`config.mk`:
```
export PLATFORM = sky130hd
export DESIGN_NAME = ahb_decoder_mux_flat
export DESIGN_NICKNAME = d
export VERILOG_FILES = /design/src/rtl/ahb_pkg.sv /design/src/rtl/ahb_decoder_mux_if.sv /design/src/rtl/ahb_default_slave.sv /design/src/rtl/ahb_decoder_mux.sv /design/src/flat_wrapper.sv
export SDC_FILE = /design/constraint.sdc
export NUM_CORES = 1
export LEC_CHECK = 0
export CAP_MARGIN = 10
export CORE_AREA = 2 2 82 84
export CTS_CLUSTER_DIAMETER = 100
export DETAILED_ROUTE_END_ITERATION = 7
export DIE_AREA = 0 0 84 86
export GPL_ROUTABILITY_DRIVEN = 0
export HOLD_SLACK_MARGIN = 0.05
export PLACE_DENSITY = 0.8
export SYNTH_ARGS = -nofsm -noshare
export SYNTH_HDL_FRONTEND = slang
export SYNTH_SLANG_ARGS = --single-unit
```
`constraint.sdc`:
```
create_clock -name HCLK -period 4.2 [get_ports HCLK]
set_input_delay 0.63 -clock HCLK [delete_from_list [all_inputs] [get_ports HCLK]]
set_output_delay 0.63 -clock HCLK [all_outputs]
set_load 0.005 [all_outputs]
```
`src/rtl/ahb_pkg.sv`:
```
// Shared definitions for the AHB-Lite decoder/mux stage.
//   - HTRANS and HRESP encodings
//   - default slave region map (inclusive start/end per slave)
//   - slave count and the data-phase index reserved for the default slave
//   - default-slave FSM state type
package ahb_pkg;

    localparam logic [1:0] HTRANS_IDLE   = 2'b00;
    localparam logic [1:0] HTRANS_BUSY   = 2'b01;
    localparam logic [1:0] HTRANS_NONSEQ = 2'b10;
    localparam logic [1:0] HTRANS_SEQ    = 2'b11;

    localparam logic HRESP_OKAY  = 1'b0;
    localparam logic HRESP_ERROR = 1'b1;

    localparam logic [31:0] S1_START_DEF = 32'h0000_0000;
    localparam logic [31:0] S1_END_DEF   = 32'h00FF_FFFF;
    localparam logic [31:0] S2_START_DEF = 32'h0100_0000;
    localparam logic [31:0] S2_END_DEF   = 32'h01FF_FFFF;
    localparam logic [31:0] S3_START_DEF = 32'h0200_0000;
    localparam logic [31:0] S3_END_DEF   = 32'h02FF_FFFF;
    localparam logic [31:0] S4_START_DEF = 32'h0300_0000;
    localparam logic [31:0] S4_END_DEF   = 32'h03FF_FFFF;

    localparam int unsigned NUM_SLAVES = 4;
    localparam logic [2:0]  DFLT_IDX   = 3'd4;

    typedef enum logic [1:0] {
        DS_IDLE = 2'd0,
        DS_ERR1 = 2'd1,
        DS_ERR2 = 2'd2
    } ds_state_e;

    // True for transfer types that require a slave response (NONSEQ/SEQ).
    function automatic logic trans_active(input logic [1:0] htrans);
        logic act;
        unique case (htrans)
            HTRANS_IDLE, HTRANS_BUSY: act = 1'b0;
            HTRANS_NONSEQ, HTRANS_SEQ: act = 1'b1;
            default: act = 1'b0;
        endcase
        return act;
    endfunction

endpackage

```
`src/rtl/ahb_decoder_mux_if.sv`:
```
// Bus bundle between the master/slaves and the decoder/mux stage.
//   HADDR, HTRANS        : master address phase
//   HSEL                 : one-hot slave select (address phase)
//   HRDATA_S, HREADYOUT_S, HRESP_S : per-slave data-phase responses, slave i at slice i
//   HRDATA, HREADY, HRESP: muxed response to the master (HREADY also goes to all slaves)
// Modport 'slave' is the interconnect view; 'master' is the view of the surrounding bus
// agents (master plus slaves) that drive requests and responses into it.
interface ahb_decoder_mux_if #(
    parameter int unsigned ADDR_W = 32,
    parameter int unsigned DATA_W = 32
);

    logic [ADDR_W-1:0]   HADDR;
    logic [1:0]          HTRANS;
    logic [3:0]          HSEL;
    logic [4*DATA_W-1:0] HRDATA_S;
    logic [3:0]          HREADYOUT_S;
    logic [3:0]          HRESP_S;
    logic [DATA_W-1:0]   HRDATA;
    logic                HREADY;
    logic                HRESP;

    modport slave (
        input  HADDR, HTRANS, HRDATA_S, HREADYOUT_S, HRESP_S,
        output HSEL, HRDATA, HREADY, HRESP
    );

    modport master (
        output HADDR, HTRANS, HRDATA_S, HREADYOUT_S, HRESP_S,
        input  HSEL, HRDATA, HREADY, HRESP
    );

endinterface

```
`src/rtl/ahb_default_slave.sv`:
```
// Built-in default slave for unmapped addresses: answers NONSEQ/SEQ with the two-cycle
// AHB ERROR response and IDLE/BUSY with a zero-wait OKAY. Outputs are registered.
//   HCLK, HRESETn : clock, asynchronous active-low reset
//   HSEL          : address phase decodes to no mapped slave
//   HREADY        : bus-level ready (transfer acceptance)
//   HTRANS        : address-phase transfer type
//   HREADYOUT     : default-slave ready
//   HRESP         : default-slave response
module ahb_default_slave
    import ahb_pkg::*;
(
    input  logic       HCLK,
    input  logic       HRESETn,
    input  logic       HSEL,
    input  logic       HREADY,
    input  logic [1:0] HTRANS,
    output logic       HREADYOUT,
    output logic       HRESP
);

    ds_state_e state;

    always_ff @(posedge HCLK or negedge HRESETn) begin
        if (!HRESETn) begin
            state     <= DS_IDLE;
            HREADYOUT <= 1'b1;
            HRESP     <= HRESP_OKAY;
        end else begin
            unique case (state)
                // ERR2 completes the previous error and can accept a new one in the same cycle.
                DS_IDLE, DS_ERR2: begin
                    if (HREADY && HSEL && trans_active(HTRANS)) begin
                        state     <= DS_ERR1;
                        HREADYOUT <= 1'b0;
                        HRESP     <= HRESP_ERROR;
                    end else begin
                        state     <= DS_IDLE;
                        HREADYOUT <= 1'b1;
                        HRESP     <= HRESP_OKAY;
                    end
                end
                DS_ERR1: begin
                    state     <= DS_ERR2;
                    HREADYOUT <= 1'b1;
                    HRESP     <= HRESP_ERROR;
                end
                default: begin
                    state     <= DS_IDLE;
                    HREADYOUT <= 1'b1;
                    HRESP     <= HRESP_OKAY;
                end
            endcase
        end
    end

endmodule

```
`src/rtl/ahb_decoder_mux.sv`:
```
// AHB-Lite decoder and response multiplexer for one master and four slaves.
// Decodes HADDR to a one-hot HSEL, registers the selection for the data phase and
// returns the selected slave's HRDATA/HREADYOUT/HRESP; unmapped addresses are served
// by the built-in default slave.
//   HCLK, HRESETn : clock, asynchronous active-low reset
//   bus           : bus bundle (slave modport), see ahb_decoder_mux_if
module ahb_decoder_mux
    import ahb_pkg::*;
#(
    parameter int unsigned       ADDR_W   = 32,
    parameter int unsigned       DATA_W   = 32,
    parameter logic [ADDR_W-1:0] S1_START = S1_START_DEF,
    parameter logic [ADDR_W-1:0] S1_END   = S1_END_DEF,
    parameter logic [ADDR_W-1:0] S2_START = S2_START_DEF,
    parameter logic [ADDR_W-1:0] S2_END   = S2_END_DEF,
    parameter logic [ADDR_W-1:0] S3_START = S3_START_DEF,
    parameter logic [ADDR_W-1:0] S3_END   = S3_END_DEF,
    parameter logic [ADDR_W-1:0] S4_START = S4_START_DEF,
    parameter logic [ADDR_W-1:0] S4_END   = S4_END_DEF
) (
    input logic               HCLK,
    input logic               HRESETn,
    ahb_decoder_mux_if.slave  bus
);

    localparam logic [ADDR_W-1:0] REG_START [NUM_SLAVES] = '{S1_START, S2_START, S3_START,
                                                             S4_START};
    localparam logic [ADDR_W-1:0] REG_END   [NUM_SLAVES] = '{S1_END, S2_END, S3_END, S4_END};

    logic [NUM_SLAVES-1:0] hsel;
    logic [2:0]            dec_idx;
    logic                  dflt_sel;
    logic [2:0]            dp_sel;
    logic                  ds_ready;
    logic                  ds_resp;

    // Inclusive range test as one unsigned compare: addr - start wraps above the span
    // when addr < start, so no separate lower-bound check is needed.
    always_comb begin
        hsel    = '0;
        dec_idx = DFLT_IDX;
        for (int i = 0; i < NUM_SLAVES; i++) begin
            if ((bus.HADDR - REG_START[i]) <= (REG_END[i] - REG_START[i])) begin
                hsel[i] = 1'b1;
                dec_idx = 3'(i);
            end
        end
    end

    assign dflt_sel = (dec_idx == DFLT_IDX);
    assign bus.HSEL = hsel;

    always_ff @(posedge HCLK or negedge HRESETn) begin
        if (!HRESETn) begin
            dp_sel <= DFLT_IDX;
        end else if (bus.HREADY) begin
            dp_sel <= dec_idx;
        end
    end

    ahb_default_slave u_default_slave (
        .HCLK      (HCLK),
        .HRESETn   (HRESETn),
        .HSEL      (dflt_sel),
        .HREADY    (bus.HREADY),
        .HTRANS    (bus.HTRANS),
        .HREADYOUT (ds_ready),
        .HRESP     (ds_resp)
    );

    // Default slave drives the response unless dp_sel names a mapped slave.
    always_comb begin
        bus.HRDATA = '0;
        bus.HREADY = ds_ready;
        bus.HRESP  = ds_resp;
        for (int i = 0; i < NUM_SLAVES; i++) begin
            if (dp_sel == 3'(i)) begin
                bus.HRDATA = bus.HRDATA_S[i*DATA_W +: DATA_W];
                bus.HREADY = bus.HREADYOUT_S[i];
                bus.HRESP  = bus.HRESP_S[i];
            end
        end
    end

endmodule

```
`src/flat_wrapper.sv`:
```
// flat-port wrapper written by rule: the top's interface ports become plain ports
module ahb_decoder_mux_flat import ahb_pkg::*;
#(
    parameter int unsigned       ADDR_W   = 32,
    parameter int unsigned       DATA_W   = 32,
    parameter logic [ADDR_W-1:0] S1_START = S1_START_DEF,
    parameter logic [ADDR_W-1:0] S1_END   = S1_END_DEF,
    parameter logic [ADDR_W-1:0] S2_START = S2_START_DEF,
    parameter logic [ADDR_W-1:0] S2_END   = S2_END_DEF,
    parameter logic [ADDR_W-1:0] S3_START = S3_START_DEF,
    parameter logic [ADDR_W-1:0] S3_END   = S3_END_DEF,
    parameter logic [ADDR_W-1:0] S4_START = S4_START_DEF,
    parameter logic [ADDR_W-1:0] S4_END   = S4_END_DEF
)
  (HCLK, HRESETn, bus_HADDR, bus_HTRANS, bus_HRDATA_S, bus_HREADYOUT_S, bus_HRESP_S, bus_HSEL, bus_HRDATA, bus_HREADY, bus_HRESP);
  ahb_decoder_mux_if #(.ADDR_W(ADDR_W), .DATA_W(DATA_W)) bus_i ();
  input logic HCLK;
  input logic HRESETn;
  input wire logic [$bits(bus_i.HADDR)-1:0] bus_HADDR;
  input wire logic [$bits(bus_i.HTRANS)-1:0] bus_HTRANS;
  input wire logic [$bits(bus_i.HRDATA_S)-1:0] bus_HRDATA_S;
  input wire logic [$bits(bus_i.HREADYOUT_S)-1:0] bus_HREADYOUT_S;
  input wire logic [$bits(bus_i.HRESP_S)-1:0] bus_HRESP_S;
  output wire logic [$bits(bus_i.HSEL)-1:0] bus_HSEL;
  output wire logic [$bits(bus_i.HRDATA)-1:0] bus_HRDATA;
  output wire logic [$bits(bus_i.HREADY)-1:0] bus_HREADY;
  output wire logic [$bits(bus_i.HRESP)-1:0] bus_HRESP;
  assign bus_i.HADDR = bus_HADDR;
  assign bus_i.HTRANS = bus_HTRANS;
  assign bus_i.HRDATA_S = bus_HRDATA_S;
  assign bus_i.HREADYOUT_S = bus_HREADYOUT_S;
  assign bus_i.HRESP_S = bus_HRESP_S;
  assign bus_HSEL = bus_i.HSEL;
  assign bus_HRDATA = bus_i.HRDATA;
  assign bus_HREADY = bus_i.HREADY;
  assign bus_HRESP = bus_i.HRESP;
  ahb_decoder_mux #(.ADDR_W(ADDR_W), .DATA_W(DATA_W), .S1_START(S1_START), .S1_END(S1_END), .S2_START(S2_START), .S2_END(S2_END), .S3_START(S3_START), .S3_END(S3_END), .S4_START(S4_START), .S4_END(S4_END)) u_core (.HCLK(HCLK), .HRESETn(HRESETn), .bus(bus_i));
endmodule
```
# Word level (Yosys, flattened, before mapping)
# Cells that the tools add are included.
# word_totals
wordCells	56
output_inout_bits	38
register_bits	7
input_bits	172
# op_classes
reduce_logical	8
n_mux	28
n_addsub	3
eq_ne	9
n_lt_le_gt_ge	4
# op_table
cell	n
$le 32x24->1 const B	4
$mux 32	4
$sub 32x26->32 const B	2
$sub 32x25->32 const B	1
$mux 1	17
$mux 3	4
$eq 2x2->1 const B	3
$eq 3x2->1 const B	2
$reduce_or 2->1	3
$eq 2x1->1 const B	2
$logic_not 2->1	2
$pmux 1 s2	2
$pmux 2 s2	1
$eq 3x1->1 const B	1
$eq 3x3->1 const B	1
$logic_not 3->1	1
$logic_and 1x1->1	2

# Logic depth before layout (Yosys ltp)
# logic_depth
depth_word	10
ltp_mapped	7
depth_no_buf	6

# Cells and area by module
# Synthesis repeated with hierarchy kept, for this count alone.
# hier_totals
hier_cells	123
area_unflattened_um2	1476.4
# modules_own_cells
mod	seq_area_each_um2	n_inst	cells_per_inst	area_per_inst_um2
ahb_decoder_mux	76.3	1	115	1327.5
ahb_default_slave	101.3	1	8	148.9

# Worst setup path after synthesis
# No wires, ideal clock.
# synth_timing
path_type	input to output
start	in bus_HADDR[25]
end	out bus_HSEL[1]
t_arrival_ns	1.650
n_path_buf	1
setup_slack_ns	1.920
stages	6
t_required_ns	3.570
cell_sequence	clkbuf_1 -> inv_1 -> ha_1 -> nor2b_1 -> xnor2_1 -> and3_1
# synth_between
elab_chain_len	3
# synth_lines
element	line_no	source
from (decl)	flat_wrapper.sv:19	input wire logic [$bits(bus_i.HADDR)-1:0] bus_HADDR;
$sub 32x25->32	ahb_decoder_mux.sv:43	if ((bus.HADDR - REG_START[i]) <= (REG_END[i] - REG_START[i])) begin
$le 32x24->1	ahb_decoder_mux.sv:43	
$mux 1	ahb_decoder_mux.sv:43	
to (decl)	flat_wrapper.sv:24	output wire logic [$bits(bus_i.HSEL)-1:0] bus_HSEL;
# Every way passes these cells.

# Worst setup path in the final report
# Ends and elaborated chain as after synthesis.

==> flow_metrics.env <==
export IMPL_dieArea_um2=7220
export IMPL_avgRoutedWirePerCell_um=17.1
export IMPL_synthTopCellsByCount="nor2b_1 (37), mux4_2 (34), clkbuf_1 (8)"
export IMPL_cp_cell_sequence="clkdlybuf4s50_1 > inv_1 > ha_1 > nor2b_1 > xnor2_1 > and3_1 > clkdlybuf4s50_1"
export IMPL_synthToLayoutAreaGrowth_pct=124
export IMPL_p_switching_mw=0.0852
export IMPL_ant_nets=0
export IMPL_io_buffer_count=184
export IMPL_met3_usage_pct=3.75
export IMPL_multi_input_area_um2=1320
export IMPL_r2r_end="u_core.dp_sel[0]"
export IMPL_synthTopCellsByArea="mux4_2 (49%), nor2b_1 (15%), dfrtp_1 (8.0%)"
export IMPL_design_core_area_um2=6280
export IMPL_synth_ff_type="dfrtp_1"
export IMPL_timing_fmax_mhz=294
export IMPL_cts_sinks=7
export IMPL_synth_top_area_cell="mux4_2"
export IMPL_met1_usage_pct=20.1
export IMPL_h_tree_depth=1
export IMPL_drt_initial_drc_count=26
export IMPL_grt_pass1_wl_um=10600
export IMPL_power_density_nw_per_um2=114
export IMPL_cp_arrival_ns=2.77
export IMPL_fin_tns_setup_ns=0
export IMPL_synth_edf_count=0
export IMPL_fin_area_um2=3520
export IMPL_pre_cts_slack_ns=0.848
export IMPL_yosysMostFrequentCell="nor2b_1"
export IMPL_cts_tree="yes"
export IMPL_critPathMostFrequentCell="clkdlybuf4s50_1"
export IMPL_syn_inst=136
export IMPL_root_buffer="clkbuf_8"
export IMPL_grt_max_degree=36
export IMPL_startpoint="bus_HADDR[25]"
export IMPL_cellLeakagePower_nw=1.19
export IMPL_fin_nets=488
export IMPL_critPathTopFamily="buffers and inverters"
export IMPL_critPathKind="input port to primary output"
export IMPL_vias_per_cell=4.92
export IMPL_cp_end_kind="primary output"
export IMPL_worstSetupPathDepth=7
export IMPL_cts_buffer_depth=2
export IMPL_tightest_slew_ns=0.746
export IMPL_wl_um=6660
export IMPL_grt_overflow_total=0
export IMPL_worst_r2r_startpoint="u_core.dp_sel[0]"
export IMPL_p_int_mw=0.315
export IMPL_ys_seq_elements=7
export IMPL_timing_slew_headroom_pct=50.2
export IMPL_numPlacedInstances=385
export IMPL_fp_dieH_um=86
export IMPL_r2r_cells=4
export IMPL_syn_avg_cell_area_um2=11.6
export IMPL_drc_errors=0
export IMPL_final_cells=389
export IMPL_synth_top_cell_area_share_pct=48.7
export IMPL_syn_nets=311
export IMPL_yosysUniqueCellTypes=35
export IMPL_synthArstFlopShare_pct=100
export IMPL_grt_pass1_vias=2090
export IMPL_p_seq_share_pct=20.0
export IMPL_min_from="u_core.u_default_slave.state[1]"
export IMPL_n_fill_cell=548
export IMPL_grtUsageTotal_pct=18.3
export IMPL_diodes=0
export IMPL_switching_share_pct=21.3
export IMPL_place_area_um2=3470
export IMPL_holdBufCountCts=0
export IMPL_rsz0062_at_grt="no"
export IMPL_pwr_share_clk_pct=23.8
export IMPL_hp_class="flip-flop to flip-flop"
export IMPL_seq_area_frac_synth_pct=11.3
export IMPL_initial_core_util_pct=25.0
export IMPL_cts_setup_buffers=0
export IMPL_ys_warn_count=0
export IMPL_critPathBufInv=3
export IMPL_start_kind="input port"
export IMPL_required_ns=3.57
export IMPL_power_mw=0.400
export IMPL_fin_ws_ns=0.795
export IMPL_cpPeakStageDelay_ns=0.66
export IMPL_path_clk_slew_ns=0.04
export IMPL_combPwrFrac_pct=56.2
export IMPL_ios=210
export IMPL_finClkSkew_ns=0.00600
export IMPL_worst_r2r_setup_slack_ns=2.15
export IMPL_seq_area_um2=179
export IMPL_fin_crit_sh_pct=81.1
export IMPL_use_met2_pct=35.6
export IMPL_crit_path_max_fanout=9
export IMPL_mappedNetlistArea_um2=1570
export IMPL_vias=1914
export IMPL_clk_latency_ns=0.23
export IMPL_layout_drive_gt1_share_pct=14.7
export IMPL_row_count=29
export IMPL_antenna_found_initial=0
export IMPL_fin_crit_ns=3.40
export IMPL_die_width_um=84
export IMPL_cp_slowest_cell="clkdlybuf4s50_1"
export IMPL_hpwl_um=5620
export IMPL_grt_busiest_layer="met2"
export IMPL_hold_viol=0
export IMPL_numCtsBuffers=3
export IMPL_crit_end="bus_HSEL[1]"
export IMPL_vdd_drop_max_v=0.000207
export IMPL_status="finished, final reports clean"
export IMPL_maxCapViolations=0
export IMPL_drv_slew=0
export IMPL_setup_viol=0
export IMPL_cts_resized=0
export IMPL_drt_pre_antenna_iters=4
layout make-up:
class	count	share of cell area, %
multi-input combinational	112	37.4
tap	77	2.74
inverter	3	0.320
clock buffer	4	1.28
sequential	7	5.09
timing repair buffer	186	53.1
stage by stage:
step | util [%] | hold WS (ns)
floorplan | - | 0.334
global placement | 55.3 | 0.397
detailed placement | 55.3 | 0.409
CTS | 56.0 | 0.415
global route | 56.0 | 0.439
finish | 56.0 | 0.412
state kept, by name, summed over array words and instances, names as in the netlist:
name	count
u_core.dp_sel	3
u_core.u_default_slave.state	2
u_core.u_default_slave.HREADYOUT	1
u_core.u_default_slave.HRESP	1
layout by cell type (no fill, tap or decap), types with 2 or more instances in the layout:
master	n
and4_1	2
inv_1	3
a41o_1	2
clkdlybuf4s50_1	184
nor4_1	4
clkbuf_8	3
nor2_1	5
nand2b_1	2
nor2b_1	37
dfstp_2	2
mux2_2	2
dfrtp_1	4
xnor2_1	2
nand4_1	2
ha_1	3
mux4_2	34
cell families after synthesis:
family | after synthesis | share of synthesized area, %
flip-flops | 7 | 11.3
AO/OA/AOI/OAI | 9 | 4.70
AND/OR/NAND/NOR | 59 | 23.3
adder cells (fa/ha/maj) | 3 | 2.39
buffers and inverters | 17 | 4.86
XOR/XNOR | 3 | 1.67
multiplexers | 38 | 51.8
per-layer routing:
metal  part of all wire [%]  vias up
met2                     54      107
met3                    7.7       14
met5                      0        -
li1                       -      899
met1                     36      894
met4                    2.5        0
power groups by stage:
| stage | Sequential (mW) | Clock (mW) | Combinational, mW |
|---|---|---|---|
| 2_1_floorplan | 0.0766 | 0 | 0.0691 |
| 3_3_place_gp | 0.0808 | 0 | 0.220 |
| 3_5_place_dp | 0.0810 | 0 | 0.225 |
| 4_1_cts | 0.0802 | 0.0977 | 0.226 |
| 5_1_grt | 0.0808 | 0.104 | 0.241 |
| 6_report | 0.0799 | 0.0953 | 0.225 |
worst min path at each step:
| stage | end | slack (ns) | cells after the start |
|---|---|---|---|
| after global placement | u_core.u_default_slave.state[1] | 0.40 | 1 |
| after global routing | u_core.u_default_slave.state[1] | 0.44 | 1 |
| after detailed placement | u_core.u_default_slave.state[1] | 0.41 | 1 |
| after CTS | u_core.u_default_slave.state[1] | 0.42 | 1 |
| final | u_core.u_default_slave.state[1] | 0.41 | 1 |
| after floorplan | u_core.dp_sel[0] | 0.33 | 0 |
Note: power is estimated with default switching activity, not from simulation.
